--- src/rtl/load_align_sequencer_if.sv ---
// rtl/load_align_sequencer_if.sv - load type package and load/memory handshake interface
//
// load_align_pkg: truncType, the load size/sign code shared with the writeback truncator.
// load_align_sequencer_if: groups the load request, memory read and truncator result signals.
//   slave  : sequencer view (LoadReq/LoadAddr/LoadType/MemAck/MemRData in,
//            ReqReady/MemReq/MemAddr/LoadDone/LoadData/TruncSrc/TruncTypeOut/LoadMisaligned out)
//   master : pipeline/memory view, directions reversed.
// XLEN is taken from the `XLEN macro (32 when not defined).

`ifndef XLEN
`define XLEN 32
`endif

package load_align_pkg;
  typedef enum logic [2:0] {
    NO_TRUNC           = 3'd0,
    BYTE               = 3'd1,
    HALF_WORD          = 3'd2,
    WORD               = 3'd3,
    BYTE_UNSIGNED      = 3'd4,
    HALF_WORD_UNSIGNED = 3'd5,
    WORD_UNSIGNED      = 3'd6
  } truncType;
endpackage

interface load_align_sequencer_if;
  import load_align_pkg::*;

  localparam int XLEN = `XLEN;
  localparam int NB   = XLEN / 8;
  localparam int OW   = $clog2(NB);

  logic            LoadReq;
  logic [XLEN-1:0] LoadAddr;
  truncType        LoadType;
  logic            ReqReady;
  logic            MemReq;
  logic [XLEN-1:0] MemAddr;
  logic            MemAck;
  logic [XLEN-1:0] MemRData;
  logic            LoadDone;
  logic [XLEN-1:0] LoadData;
  logic [OW-1:0]   TruncSrc;
  truncType        TruncTypeOut;
  logic            LoadMisaligned;

  modport slave (
    input  LoadReq, LoadAddr, LoadType, MemAck, MemRData,
    output ReqReady, MemReq, MemAddr, LoadDone, LoadData, TruncSrc, TruncTypeOut, LoadMisaligned
  );

  modport master (
    output LoadReq, LoadAddr, LoadType, MemAck, MemRData,
    input  ReqReady, MemReq, MemAddr, LoadDone, LoadData, TruncSrc, TruncTypeOut, LoadMisaligned
  );
endinterface

--- src/rtl/load_align_sequencer.sv ---
// rtl/load_align_sequencer.sv - memory-stage load sequencer with boundary-split merge
//
// Issues aligned data-memory reads for a load and hands the truncator its input word.
// Contained loads: one read, LoadData = raw word, TruncSrc = byte offset.
// Straddling loads (offset + size > NB): two aligned reads merged so the requested
// bytes start at byte 0, TruncSrc = 0.
// Ports:
//   clk, reset : clock, synchronous active-high reset
//   bus        : load_align_sequencer_if.slave (request, memory read, truncator result)
// Optional feature macro MISALIGNED_SPLIT_EN: when defined, straddling loads are split;
// when undefined they complete immediately with LoadMisaligned=1 and no memory access.

`ifndef XLEN
`define XLEN 32
`endif

module load_align_sequencer
  import load_align_pkg::*;
(
  input logic                    clk,
  input logic                    reset,
  load_align_sequencer_if.slave  bus
);

  localparam int XLEN = `XLEN;
  localparam int NB   = XLEN / 8;
  localparam int OW   = $clog2(NB);

  typedef enum logic [1:0] {S_IDLE, S_REQ1, S_REQ2, S_DONE} state_t;

  state_t          state_q, state_d;
  logic [XLEN-1:0] addr_q, addr_d;
  truncType        type_q, type_d;
  logic            split_q, split_d;
  logic [XLEN-1:0] lo_q, lo_d;
  logic [XLEN-1:0] data_q, data_d;
  logic [OW-1:0]   src_q, src_d;
  truncType        tto_q, tto_d;
  logic            mis_q, mis_d;

  logic [OW:0]       req_size;
  logic              req_split;
  logic [XLEN-1:0]   base;
  logic [2*XLEN-1:0] pair;
  logic [2*XLEN-1:0] merged;

  function automatic logic [OW:0] size_of(input truncType t);
    logic [OW:0] s;
    case (t)
      BYTE, BYTE_UNSIGNED:          s = (OW+1)'(1);
      HALF_WORD, HALF_WORD_UNSIGNED: s = (OW+1)'(2);
      WORD, WORD_UNSIGNED:          s = (OW+1)'(4);
      default:                      s = (OW+1)'(NB);
    endcase
    return s;
  endfunction

  // Sum is one bit wider than the offset so NB itself is representable.
  assign req_size  = size_of(bus.LoadType);
  assign req_split = ({1'b0, bus.LoadAddr[OW-1:0]} + req_size) > (OW+1)'(NB);

  assign base   = {addr_q[XLEN-1:OW], {OW{1'b0}}};
  // Hi word arrives on MemRData during the REQ2 ack; shift drops the leading offset bytes.
  assign pair   = {bus.MemRData, lo_q};
  assign merged = pair >> {addr_q[OW-1:0], 3'b000};

  always_comb begin
    state_d = state_q;
    addr_d  = addr_q;
    type_d  = type_q;
    split_d = split_q;
    lo_d    = lo_q;
    data_d  = data_q;
    src_d   = src_q;
    tto_d   = tto_q;
    mis_d   = mis_q;
    case (state_q)
      S_IDLE: begin
        if (bus.LoadReq) begin
          addr_d  = bus.LoadAddr;
          type_d  = bus.LoadType;
          split_d = req_split;
          mis_d   = 1'b0;
          state_d = S_REQ1;
`ifndef MISALIGNED_SPLIT_EN
          if (req_split) begin
            data_d  = '0;
            src_d   = '0;
            tto_d   = NO_TRUNC;
            mis_d   = 1'b1;
            state_d = S_DONE;
          end
`endif
        end
      end
      S_REQ1: begin
        if (bus.MemAck) begin
          lo_d = bus.MemRData;
          if (split_q) begin
            state_d = S_REQ2;
          end else begin
            data_d  = bus.MemRData;
            src_d   = addr_q[OW-1:0];
            tto_d   = type_q;
            state_d = S_DONE;
          end
        end
      end
      S_REQ2: begin
        if (bus.MemAck) begin
          data_d  = merged[XLEN-1:0];
          src_d   = '0;
          tto_d   = type_q;
          state_d = S_DONE;
        end
      end
      S_DONE: begin
        state_d = S_IDLE;
      end
      default: begin
        state_d = S_IDLE;
      end
    endcase
  end

  always_ff @(posedge clk) begin
    if (reset) begin
      state_q <= S_IDLE;
      addr_q  <= '0;
      type_q  <= NO_TRUNC;
      split_q <= 1'b0;
      lo_q    <= '0;
      data_q  <= '0;
      src_q   <= '0;
      tto_q   <= NO_TRUNC;
      mis_q   <= 1'b0;
    end else begin
      state_q <= state_d;
      addr_q  <= addr_d;
      type_q  <= type_d;
      split_q <= split_d;
      lo_q    <= lo_d;
      data_q  <= data_d;
      src_q   <= src_d;
      tto_q   <= tto_d;
      mis_q   <= mis_d;
    end
  end

  // Second access address wraps modulo 2^XLEN.
  assign bus.ReqReady       = (state_q == S_IDLE);
  assign bus.MemReq         = (state_q == S_REQ1) || (state_q == S_REQ2);
  assign bus.MemAddr        = (state_q == S_REQ1) ? base :
                              (state_q == S_REQ2) ? (base + XLEN'(NB)) : '0;
  assign bus.LoadDone       = (state_q == S_DONE);
  assign bus.LoadData       = data_q;
  assign bus.TruncSrc       = src_q;
  assign bus.TruncTypeOut   = tto_q;
  assign bus.LoadMisaligned = (state_q == S_DONE) && mis_q;

endmodule

--- src/flat_wrapper.sv ---
// flat-port wrapper written by rule: the top's interface ports become plain ports
module load_align_sequencer_flat import load_align_pkg::*;
  (clk, reset, bus_LoadReq, bus_LoadAddr, bus_LoadType, bus_MemAck, bus_MemRData, bus_ReqReady, bus_MemReq, bus_MemAddr, bus_LoadDone, bus_LoadData, bus_TruncSrc, bus_TruncTypeOut, bus_LoadMisaligned);
  load_align_sequencer_if bus_i ();
  input logic clk;
  input logic reset;
  input wire logic [$bits(bus_i.LoadReq)-1:0] bus_LoadReq;
  input wire logic [$bits(bus_i.LoadAddr)-1:0] bus_LoadAddr;
  input wire logic [$bits(bus_i.LoadType)-1:0] bus_LoadType;
  input wire logic [$bits(bus_i.MemAck)-1:0] bus_MemAck;
  input wire logic [$bits(bus_i.MemRData)-1:0] bus_MemRData;
  output wire logic [$bits(bus_i.ReqReady)-1:0] bus_ReqReady;
  output wire logic [$bits(bus_i.MemReq)-1:0] bus_MemReq;
  output wire logic [$bits(bus_i.MemAddr)-1:0] bus_MemAddr;
  output wire logic [$bits(bus_i.LoadDone)-1:0] bus_LoadDone;
  output wire logic [$bits(bus_i.LoadData)-1:0] bus_LoadData;
  output wire logic [$bits(bus_i.TruncSrc)-1:0] bus_TruncSrc;
  output wire logic [$bits(bus_i.TruncTypeOut)-1:0] bus_TruncTypeOut;
  output wire logic [$bits(bus_i.LoadMisaligned)-1:0] bus_LoadMisaligned;
  assign bus_i.LoadReq = bus_LoadReq;
  assign bus_i.LoadAddr = bus_LoadAddr;
  assign bus_i.LoadType = bus_LoadType;
  assign bus_i.MemAck = bus_MemAck;
  assign bus_i.MemRData = bus_MemRData;
  assign bus_ReqReady = bus_i.ReqReady;
  assign bus_MemReq = bus_i.MemReq;
  assign bus_MemAddr = bus_i.MemAddr;
  assign bus_LoadDone = bus_i.LoadDone;
  assign bus_LoadData = bus_i.LoadData;
  assign bus_TruncSrc = bus_i.TruncSrc;
  assign bus_TruncTypeOut = bus_i.TruncTypeOut;
  assign bus_LoadMisaligned = bus_i.LoadMisaligned;
  load_align_sequencer u_core (.clk(clk), .reset(reset), .bus(bus_i));
endmodule
--- config.mk ---
export PLATFORM = sky130hd
export DESIGN_NAME = load_align_sequencer_flat
export DESIGN_NICKNAME = d
export VERILOG_FILES = /design/src/rtl/load_align_sequencer_if.sv /design/src/rtl/load_align_sequencer.sv /design/src/flat_wrapper.sv
export SDC_FILE = /design/constraint.sdc
export NUM_CORES = 1
export LEC_CHECK = 0
export CORE_AREA = 2 2 111 113
export CTS_CLUSTER_DIAMETER = 40
export DETAILED_ROUTE_END_ITERATION = 6
export DIE_AREA = 0 0 113 115
export PLACE_DENSITY = 0.86
export SKIP_CTS_REPAIR_TIMING = 1
export SYNTH_ARGS = -nofsm -noshare
export SYNTH_HDL_FRONTEND = slang
export SYNTH_SLANG_ARGS = --single-unit
--- constraint.sdc ---
create_clock -name clk -period 3.7 [get_ports clk]
set_input_delay 0.74 -clock clk [delete_from_list [all_inputs] [get_ports clk]]
set_output_delay 0.74 -clock clk [all_outputs]
set_load 0.02 [all_outputs]
==> results of run 1 <==
[placed cells by master (no fill, tap or decap), types with 4 or more instances in the layout]
cell type	n
clkbuf_16	9
nor2_1	13
or3_1	4
or4_1	8
inv_1	52
dlymetal6s2s_1	15
a21oi_1	83
dfxtp_1	106
nand4_1	8
and2_1	6
o31ai_1	10
nand2_1	150
buf_4	13
nor3_1	8
a22oi_1	32
nor2b_1	4
ha_1	5
clkdlybuf4s50_1	124
xnor2_1	10
o32ai_1	35
mux4_2	32
o21ai_0	12
nand3_1	9
[layout make-up]
class / count / area, um^2
multi-input combinational: 470 / 3240
fill: 946 / 4180
clock buffer: 9 / 225
timing repair buffer: 156 / 1580
sequential: 107 / 2140
clock inverter: 7 / 65.1
inverter: 52 / 195
tap: 147 / 184
[worst min path at each step]
stage,end,depth (start not counted)
5_1_grt,u_core.type_q[2],2
4_1_cts,u_core.bus.LoadData[2],2
3_3_place_gp,u_core.lo_q[4],2
6_report,u_core.bus.LoadData[28],2
3_5_place_dp,u_core.bus.LoadData[2],2
2_1_floorplan,u_core.lo_q[0],2
[routing by layer]
metal | global-route usage (%) | vias up
li1 | - | 2685
met1 | 35.9 | 2700
met2 | 39.6 | 272
met3 | 5.90 | 28
met4 | 8.62 | 0
met5 | 0 | -
[synthesized netlist by cell type (2+ instances only)]
cell type  instances  share of area [%]
mux4_2            32                 12
or4_1             10                1.3
nand4_1            8               0.86
or2_2              2               0.22
nor4_1             2               0.22
nand2_1          150                9.7
a21o_1             2               0.26
dfxtp_1          107                 37
buf_1              6               0.39
clkbuf_1          42                2.7
nor2_1            13               0.84
mux2i_1            2               0.35
o21a_1             2               0.26
o2bb2ai_1          2               0.30
and4_1             3               0.45
o32ai_1           35                5.3
ha_1               6                1.3
a21oi_1           83                7.2
nand2b_1           2               0.22
or3_1              4               0.43
and2_1             6               0.65
nor3_1             8               0.69
a22oi_1           32                4.1
a22o_1             2               0.30
nor2b_1            4               0.43
buf_2              8               0.69
o31ai_1           10                1.3
a211oi_1           2               0.26
o21ai_0           12                1.0
xnor2_1           10                1.5
inv_1             52                3.4
or3_2              3               0.39
nand3_1            9               0.78
buf_4              2               0.26
[cell families after synthesis]
kind of cell | synth area share, %
DFF | 37.0
buffers and inverters | 7.62
other | 0.0647
adders and majority gates | 1.64
AOI/OAI and AO/OA | 21.3
muxes | 12.8
and+or+nand+nor | 18.0
xor gates and xnor gates | 1.66
[registers in the layout, summed over array words and instances (netlist names)]
name / cells
u_core.addr_q: 32
u_core.bus.LoadData: 32
u_core.lo_q: 32
u_core.bus.TruncTypeOut: 3
u_core.type_q: 3
u_core.bus.TruncSrc: 2
u_core.state_q: 2
u_core.split_q: 1
[through the flow]
step	TNS, ns	setup slack, ns	utilization, %
after global placement	0	0.169	61.7
after CTS	-2.73	-0.274	64.2
after global routing	-0.0151	-0.00906	64.6
final	0	0.150	64.6
after floorplan	0	0.520	-
after detailed placement	0	0.131	61.7
[worst max-delay path: stages (launching register included)]
cell,delay [ns]
dfxtp_1,0.40
inv_1,0.09
ha_2,0.18
nand3b_4,0.22
or4_4,0.64
or4_1,0.52
a21oi_1,0.16
dlymetal6s2s_1,0.24
[power by group through the flow]
stage,Clock [mW],Sequential (mW),Combinational (mW)
after CTS,0.975,1.47,1.79
after global routing,1.02,1.50,1.95
after global placement,0,1.49,1.75
final,0.965,1.48,1.80
after detailed placement,0,1.50,1.78
after floorplan,0,1.48,1.15
==> impl_metrics.tcl, run 1 <==
set metrics [dict create \
    r2r_setup_slack_ns 1.40 \
    wire_per_inst_um 17.7 \
    drc_errors 9 \
    crit_path_start_kind "flop" \
    io_pins 144 \
    drive_gt1_share_pct 9.86 \
    slew_headroom_pct 43.5 \
    r2r-start "u_core.state_q[0]" \
    comb_power_share_pct 42.4 \
    die_w_um 113 \
    core_area_um2 11800 \
    power_mw 4.24 \
    top_layer "met4" \
    crit_arrival_ns 2.81 \
    gr-usage-all-layers_pct 25.7 \
    diodes 0 \
    swShare_pct 40.9 \
    syn_to_final_growth_pct 31.6 \
    cp-endpoint "bus_MemAddr[24]" \
    fmax_ghz 0.282 \
    cts_tree "yes" \
    via_per_inst 6.00 \
    antenna_found_initial 0 \
    period_minus_slack_ns 3.55 \
    synthDistinctLibCells 48 \
    ys_ff_latch 107 \
    std_cell_rows 40 \
    dr_total_vias 5685 \
    drt-met1-wl_um 7110 \
    place.port_buffers 141 \
    whs_ns 0.456 \
    r2r_cells 8 \
    die_h_um 115 \
    crit_fanout 15 \
    maxCapViolCount 0 \
    ys_warn_count 0 \
    grt_max_degree 51 \
    slew_viol_final 0 \
    cts_buffer_depth 2 \
    fin_skew_ns 0.0106 \
    design_area_um2 7630 \
    crit_start "u_core.state_q[1]" \
    ys.flop_type "dfxtp_1" \
    die-area_um2 13000 \
    p_clk_share_pct 22.8 \
    worst_pin_slew_ns 0.846 \
    syn-cell-area_um2 5800 \
    drtIter0Drc 700 \
    placedCellCount 932 \
    dp_hpwl_um 11500 \
    dpl_cell_area_um2 7290 \
    min-delay-start "u_core.bus.LoadData[28]" \
    gp_congestion 0.867 \
    critPathKind "reg -> out" \
    start_util_pct 49.1 \
    cp.required_ns 2.96 \
    cts.sinks 107 \
    critPathCaptureType "output pin" \
    p_leak_nw 2.68 \
    stdcell_count 948 \
    ys_seq_area_share_pct 37.0 \
    root_buffer "clkbuf_16" \
    finalSetupViolCount 0 \
    insertion_delay_ns 0.37 \
    final_hold_viol_count 0 \
    seqPwrFrac_pct 34.8 \
    grt_pass1_wl_um 26700 \
    dr_wl_met3_um 1330 \
    violations "design-rule violations" \
    grt_pass1_vias 5267 \
    r2r-end "u_core.bus.LoadData[19]" \
    async_flop_share_pct 0 \
    fin_nets 874 \
    cts_htree_levels 3 \
    irDropWorstVdd_uv 262 \
    synth_edf_count 0 \
    routed_wl_um 16800 \
    power.net_switching_mw 1.73 \
    avgSynthCellArea_um2 8.44 \
    fin_crit_sh_pct 96.0 \
    min_path_type "reg -> reg" \
    synthCells 687 \
    power.density_nw_per_um2 556 \
    status "finished with violations" \
    dr.pass1.iters 7 \
    p_int_mw 2.51 \
    overflow 0 \
    numCtsBuffers 9 \
    met2WireLength_um 7960 \
    drtAntennaViolNets 0 \
    clk_pin_slew_worst_paths_ns 0.07 \
]
Note: power is estimated with default switching activity, not from simulation.
==> run 2, diff against run 1 <==
- GPL_TIMING_DRIVEN: unset -> 0
- REMOVE_ABC_BUFFERS: unset -> 1
==> run 2 against run 1 <==
Compared with the run above:
- sequential power is essentially flat
- register-to-register slack worse by 0.46 ns
- routed wire length decreased by 5.3%
- the run still ends with design-rule violations left
- hold slack worse by 0.00062 ns
- count of clock-buffer cells in the layout grew 3
- largest cell class unchanged
- clock power decreased by 3.3%
- total power about the same
- largest power group unchanged
==> impl_metrics.tcl, run 2 (same netlist as run 1, synthesis figures left out) <==
set metrics [dict create \
    fillers 967 \
    use_met3_pct 4.16 \
    min-delay-start "u_core.bus.LoadData[12]" \
    gr-usage-all-layers_pct 23.7 \
    layout_commonest_cell "nand2_1" \
    cts_buffer_depth 2 \
    diodes 0 \
    crit_fanout 34 \
    busiest_layer "met2" \
    critPathCaptureType "output pin" \
    dr.pass1.iters 7 \
    p_leak_nw 2.64 \
    swShare_pct 39.3 \
    core_area_um2 11800 \
    drc_errors 17 \
    r2r_setup_slack_ns 0.94 \
    drtAntennaViolNets 0 \
    cts.sinks 107 \
    comb_power_share_pct 42.7 \
    power.net_switching_mw 1.67 \
    dp_hpwl_um 10500 \
    drive_gt1_share_pct 10.7 \
    drtIter0Drc 577 \
    via_per_inst 5.89 \
    violations "design-rule violations" \
    slew_viol_final 0 \
    cp.required_ns 2.96 \
    seqPwrFrac_pct 35.3 \
    maxCapViolCount 0 \
    p_int_mw 2.57 \
    r2r-start "u_core.state_q[0]" \
    grt_pass1_vias 5146 \
    slew_headroom_pct 12.9 \
    die-area_um2 13000 \
    start_util_pct 49.1 \
    r2r-end "u_core.bus.LoadData[9]" \
    crit_start "u_core.state_q[1]" \
    finalSetupViolCount 0 \
    setup_tns_ns 0 \
    die_h_um 115 \
    antenna_found_initial 0 \
    std_cell_rows 40 \
    overflow 0 \
    gp_congestion 0.816 \
    crit_arrival_ns 2.89 \
    design_area_um2 7700 \
    routed_wl_um 15900 \
    met2_usage_pct 39.4 \
    fin_crit_sh_pct 98.0 \
    grt_pass1_wl_um 25200 \
    place.port_buffers 141 \
    worstHoldEndpoint "u_core.bus.LoadData[12]" \
    p_clk_share_pct 22.0 \
    dpl_cell_area_um2 7280 \
    cts_tree "yes" \
    crit_path_start_kind "flop" \
    fin_skew_ns 0.00729 \
    insertion_delay_ns 0.34 \
    grt_max_degree 43 \
    final_hold_viol_count 0 \
    io_pins 144 \
    irDropWorstVdd_uv 249 \
    r2r_cells 6 \
    hold_path_depth 2 \
    grt_use_met1_pct 31.9 \
    root_buffer "clkbuf_16" \
    power.density_nw_per_um2 550 \
    period_minus_slack_ns 3.63 \
    critPathKind "reg -> out" \
    worst_pin_slew_ns 1.30 \
    final_cell_mix "nand2_1 (150), clkdlybuf4s50_1 (124), dfxtp_1 (104)" \
    numCtsBuffers 9 \
    clk_pin_slew_worst_paths_ns 0.07 \
    cts_htree_levels 3 \
    status "finished with violations" \
    fin_nets 874 \
    fmax_ghz 0.276 \
    wire_per_inst_um 16.8 \
    rsz0062_at_grt "no" \
    dr_total_vias 5586 \
    die_w_um 113 \
    min_path_type "reg -> reg" \
    syn_to_final_growth_pct 32.8 \
]
run 2: stage by stage:
step           worst slack, ns  cells  total power [mW]  hold WS, ns  util (%)
2_1_floorplan           0.0889    629              2.53        0.427         -
6_report                0.0730    948              4.24        0.456      65.2
3_3_place_gp             -1.67    917              3.15        0.442      60.5
4_1_cts                 -0.708    940              4.19        0.460      64.1
5_1_grt                0.00285    948              4.48        0.473      65.2
3_5_place_dp            -0.490    924              3.26        0.447      61.6
run 2: metal layers:
| layer | part of all wire [%] | wire length, um |
|---|---|---|
| met1 | 42 | 6700 |
| met2 | 49 | 7790 |
| met3 | 7.8 | 1230 |
| met4 | 0.98 | 155 |
| met5 | 0 | 0 |
run 2: cell type report:
class	instances	area, um^2	share of cell area, %
clock buffer	12	256	3.33
clock inverter	4	32.5	0.423
inverter	52	195	2.54
multi-input combinational	472	3290	42.7
sequential	107	2150	27.9
tap	147	184	2.39
timing repair buffer	154	1600	20.8
run 2: worst max path at each step:
stage	end	slack, ns	depth (start not counted)
after floorplan	bus_MemAddr[31]	0.09	6
after global placement	u_core.bus.LoadData[21]	-1.67	4
after detailed placement	u_core.bus.LoadData[6]	-0.49	10
after CTS	bus_MemAddr[31]	-0.71	8
after global routing	bus_MemAddr[21]	0.003	8
final	bus_MemAddr[21]	0.07	8
run 2: power by group through the flow:
stage	Combinational (mW)	Clock, mW	Sequential, mW
floorplan	1.01	0	1.52
global placement	1.63	0	1.52
detailed placement	1.75	0	1.51
CTS	1.76	0.950	1.48
global route	1.96	0.996	1.52
finish	1.81	0.933	1.49
run 2: worst max-delay path: stages (launching register included):
cell and delay, ns:
dfxtp_2 0.39, inv_1 0.10, ha_4 0.18, buf_12 0.16, nand3b_4 0.24, or4_4 0.59, or4_1 0.48, a21oi_1 0.15
dlymetal6s2s_1 0.25
==> run 3, diff against run 2 <==
- SKIP_CTS_REPAIR_TIMING: 1 -> unset
==> run 3 against run 2 <==
Compared with the run above:
- the flow still finishes with violations (design-rule violations)
- sequential power is essentially flat
- register-to-register slack barely moved
- critical path depth stayed put
- routed wire length shrank 0.23%
- critical endpoint is now bus_MemAddr[30]
==> impl_metrics.tcl, run 3 (same netlist as run 1, synthesis figures left out) <==
set metrics [dict create \
    status "finished with violations" \
    final_hold_viol_count 0 \
    critPathKind "reg -> out" \
    fillers 988 \
    drc_errors 15 \
    critPathCaptureType "output pin" \
    final_cell_mix "nand2_1 (150), clkdlybuf4s50_1 (123), dfxtp_1 (104)" \
    std_cell_rows 40 \
    setup_tns_ns 0 \
    setup_ws_ns 0.120 \
    power.density_nw_per_um2 550 \
    layout_commonest_cell "nand2_1" \
    slew_viol_final 0 \
    slew_headroom_pct 12.5 \
    cp_slowest_cell "or4_4" \
    cp.required_ns 2.96 \
    cts.sinks 107 \
    crit_path_start_kind "flop" \
    hold_path_depth 2 \
    syn_to_final_growth_pct 31.3 \
    gr-usage-all-layers_pct 24.2 \
    finalSetupViolCount 0 \
    die_w_um 113 \
    root_buffer "clkbuf_16" \
    die_h_um 115 \
    design_area_um2 7610 \
    crit_start "u_core.state_q[1]" \
    core_area_um2 11800 \
    cts_htree_levels 3 \
    overflow 0 \
    min_path_type "reg -> reg" \
    numCtsBuffers 9 \
    grt_pass1_vias 5240 \
    crit_fanout 34 \
    dpl_cell_area_um2 7280 \
    place.port_buffers 141 \
    cts_tree "yes" \
    cts_buffer_depth 2 \
    whs_ns 0.455 \
    dp_hpwl_um 10500 \
    drtAntennaViolNets 0 \
    clk_pin_slew_worst_paths_ns 0.07 \
    insertion_delay_ns 0.34 \
    drive_gt1_share_pct 11.8 \
    routed_wl_um 15800 \
    diodes 0 \
    wire_per_inst_um 16.7 \
    p_leak_nw 2.48 \
    maxCapViolCount 0 \
    period_minus_slack_ns 3.58 \
    grt_pass1_wl_um 25600 \
    dr_total_vias 5547 \
    worstHoldEndpoint "u_core.bus.LoadData[12]" \
    irDropWorstVdd_uv 244 \
    fin_skew_ns 0.00610 \
    seq_area_um2 2150 \
    violations "design-rule violations" \
    via_per_inst 5.86 \
    r2r_cells 6 \
    worst_pin_slew_ns 1.31 \
    rsz0062_at_grt "no" \
    die-area_um2 13000 \
    path_cells "inv_1 -> ha_4 -> buf_12 -> nand3b_4 -> or4_4 -> or4_1 -> a21oi_1 -> clkdlybuf4s15_2" \
    dr.pass1.iters 7 \
    cp_slowest_stage_delay_ns 0.50 \
    gp_congestion 0.816 \
    fmax_ghz 0.279 \
    crit_arrival_ns 2.84 \
    antenna_found_initial 0 \
    r2r-start "u_core.state_q[0]" \
    fin_nets 872 \
    multiInputGateArea_um2 3300 \
    io_pins 144 \
    r2r-end "u_core.bus.LoadData[9]" \
    fin_crit_sh_pct 96.8 \
    pre_cts_ws_ns -0.490 \
    start_util_pct 49.1 \
    drtIter0Drc 569 \
    power_mw 4.18 \
    min-delay-start "u_core.bus.LoadData[12]" \
    grt_max_degree 43 \
    r2r_setup_slack_ns 0.93 \
]
[run 3: how the worst max path moves through the flow]
stage	to	cells past startpoint	slack (ns)
after CTS	bus_MemAddr[29]	6	0.003
after floorplan	bus_MemAddr[31]	6	0.09
after detailed placement	u_core.bus.LoadData[6]	10	-0.49
after global placement	u_core.bus.LoadData[21]	4	-1.67
final	bus_MemAddr[30]	8	0.12
after global routing	bus_MemAddr[29]	8	0.01
[run 3: metrics by stage]
step	std cells	utilization [%]
2_1_floorplan	629	-
3_3_place_gp	917	60.5
3_5_place_dp	924	61.6
4_1_cts	944	64.5
5_1_grt	946	64.4
6_report	946	64.4
[run 3: cell type report]
cell class	count	area share, %
well taps	147	2.42
multi-input cells	472	43.3
clock buffers	12	3.37
repair buffers	152	19.7
inverters	52	2.56
flip-flops and latches	107	28.2
clock inverters	4	0.427
[run 3: layer usage]
layer  GRT usage [%]  vias to the layer above  part of all wire (%)
met2            40.5                      237                    49
met3            4.22                       14                   8.0
met5               0                        -                     0
met1            31.9                     2617                    42
met4            8.70                        0                   1.1
li1                -                     2679                     -
[run 3: timing repair]
item	4_1_cts	5_1_grt
hold buffers	0	0
buffers inserted	3	1
gates resized for setup	44	17
endpoints found under the setup margin	53	26
pin swaps	2	2
hold endpoints to repair	0	0
cloned	1	1
[run 3: where the power goes]
group | internal [mW] | switching, mW | leakage [nW]
clock network | 0.499 | 0.429 | 0.136
registers | 1.31 | 0.184 | 0.871
logic | 0.722 | 1.04 | 1.47
[run 3: critical path: cells and delay by family (launching register included)]
family | cells | cell delay, ns
fa+ha+maj | 1 | 0.18
compound gates | 1 | 0.16
simple gates | 3 | 1.21
flops | 1 | 0.39
buf+inv | 3 | 0.55
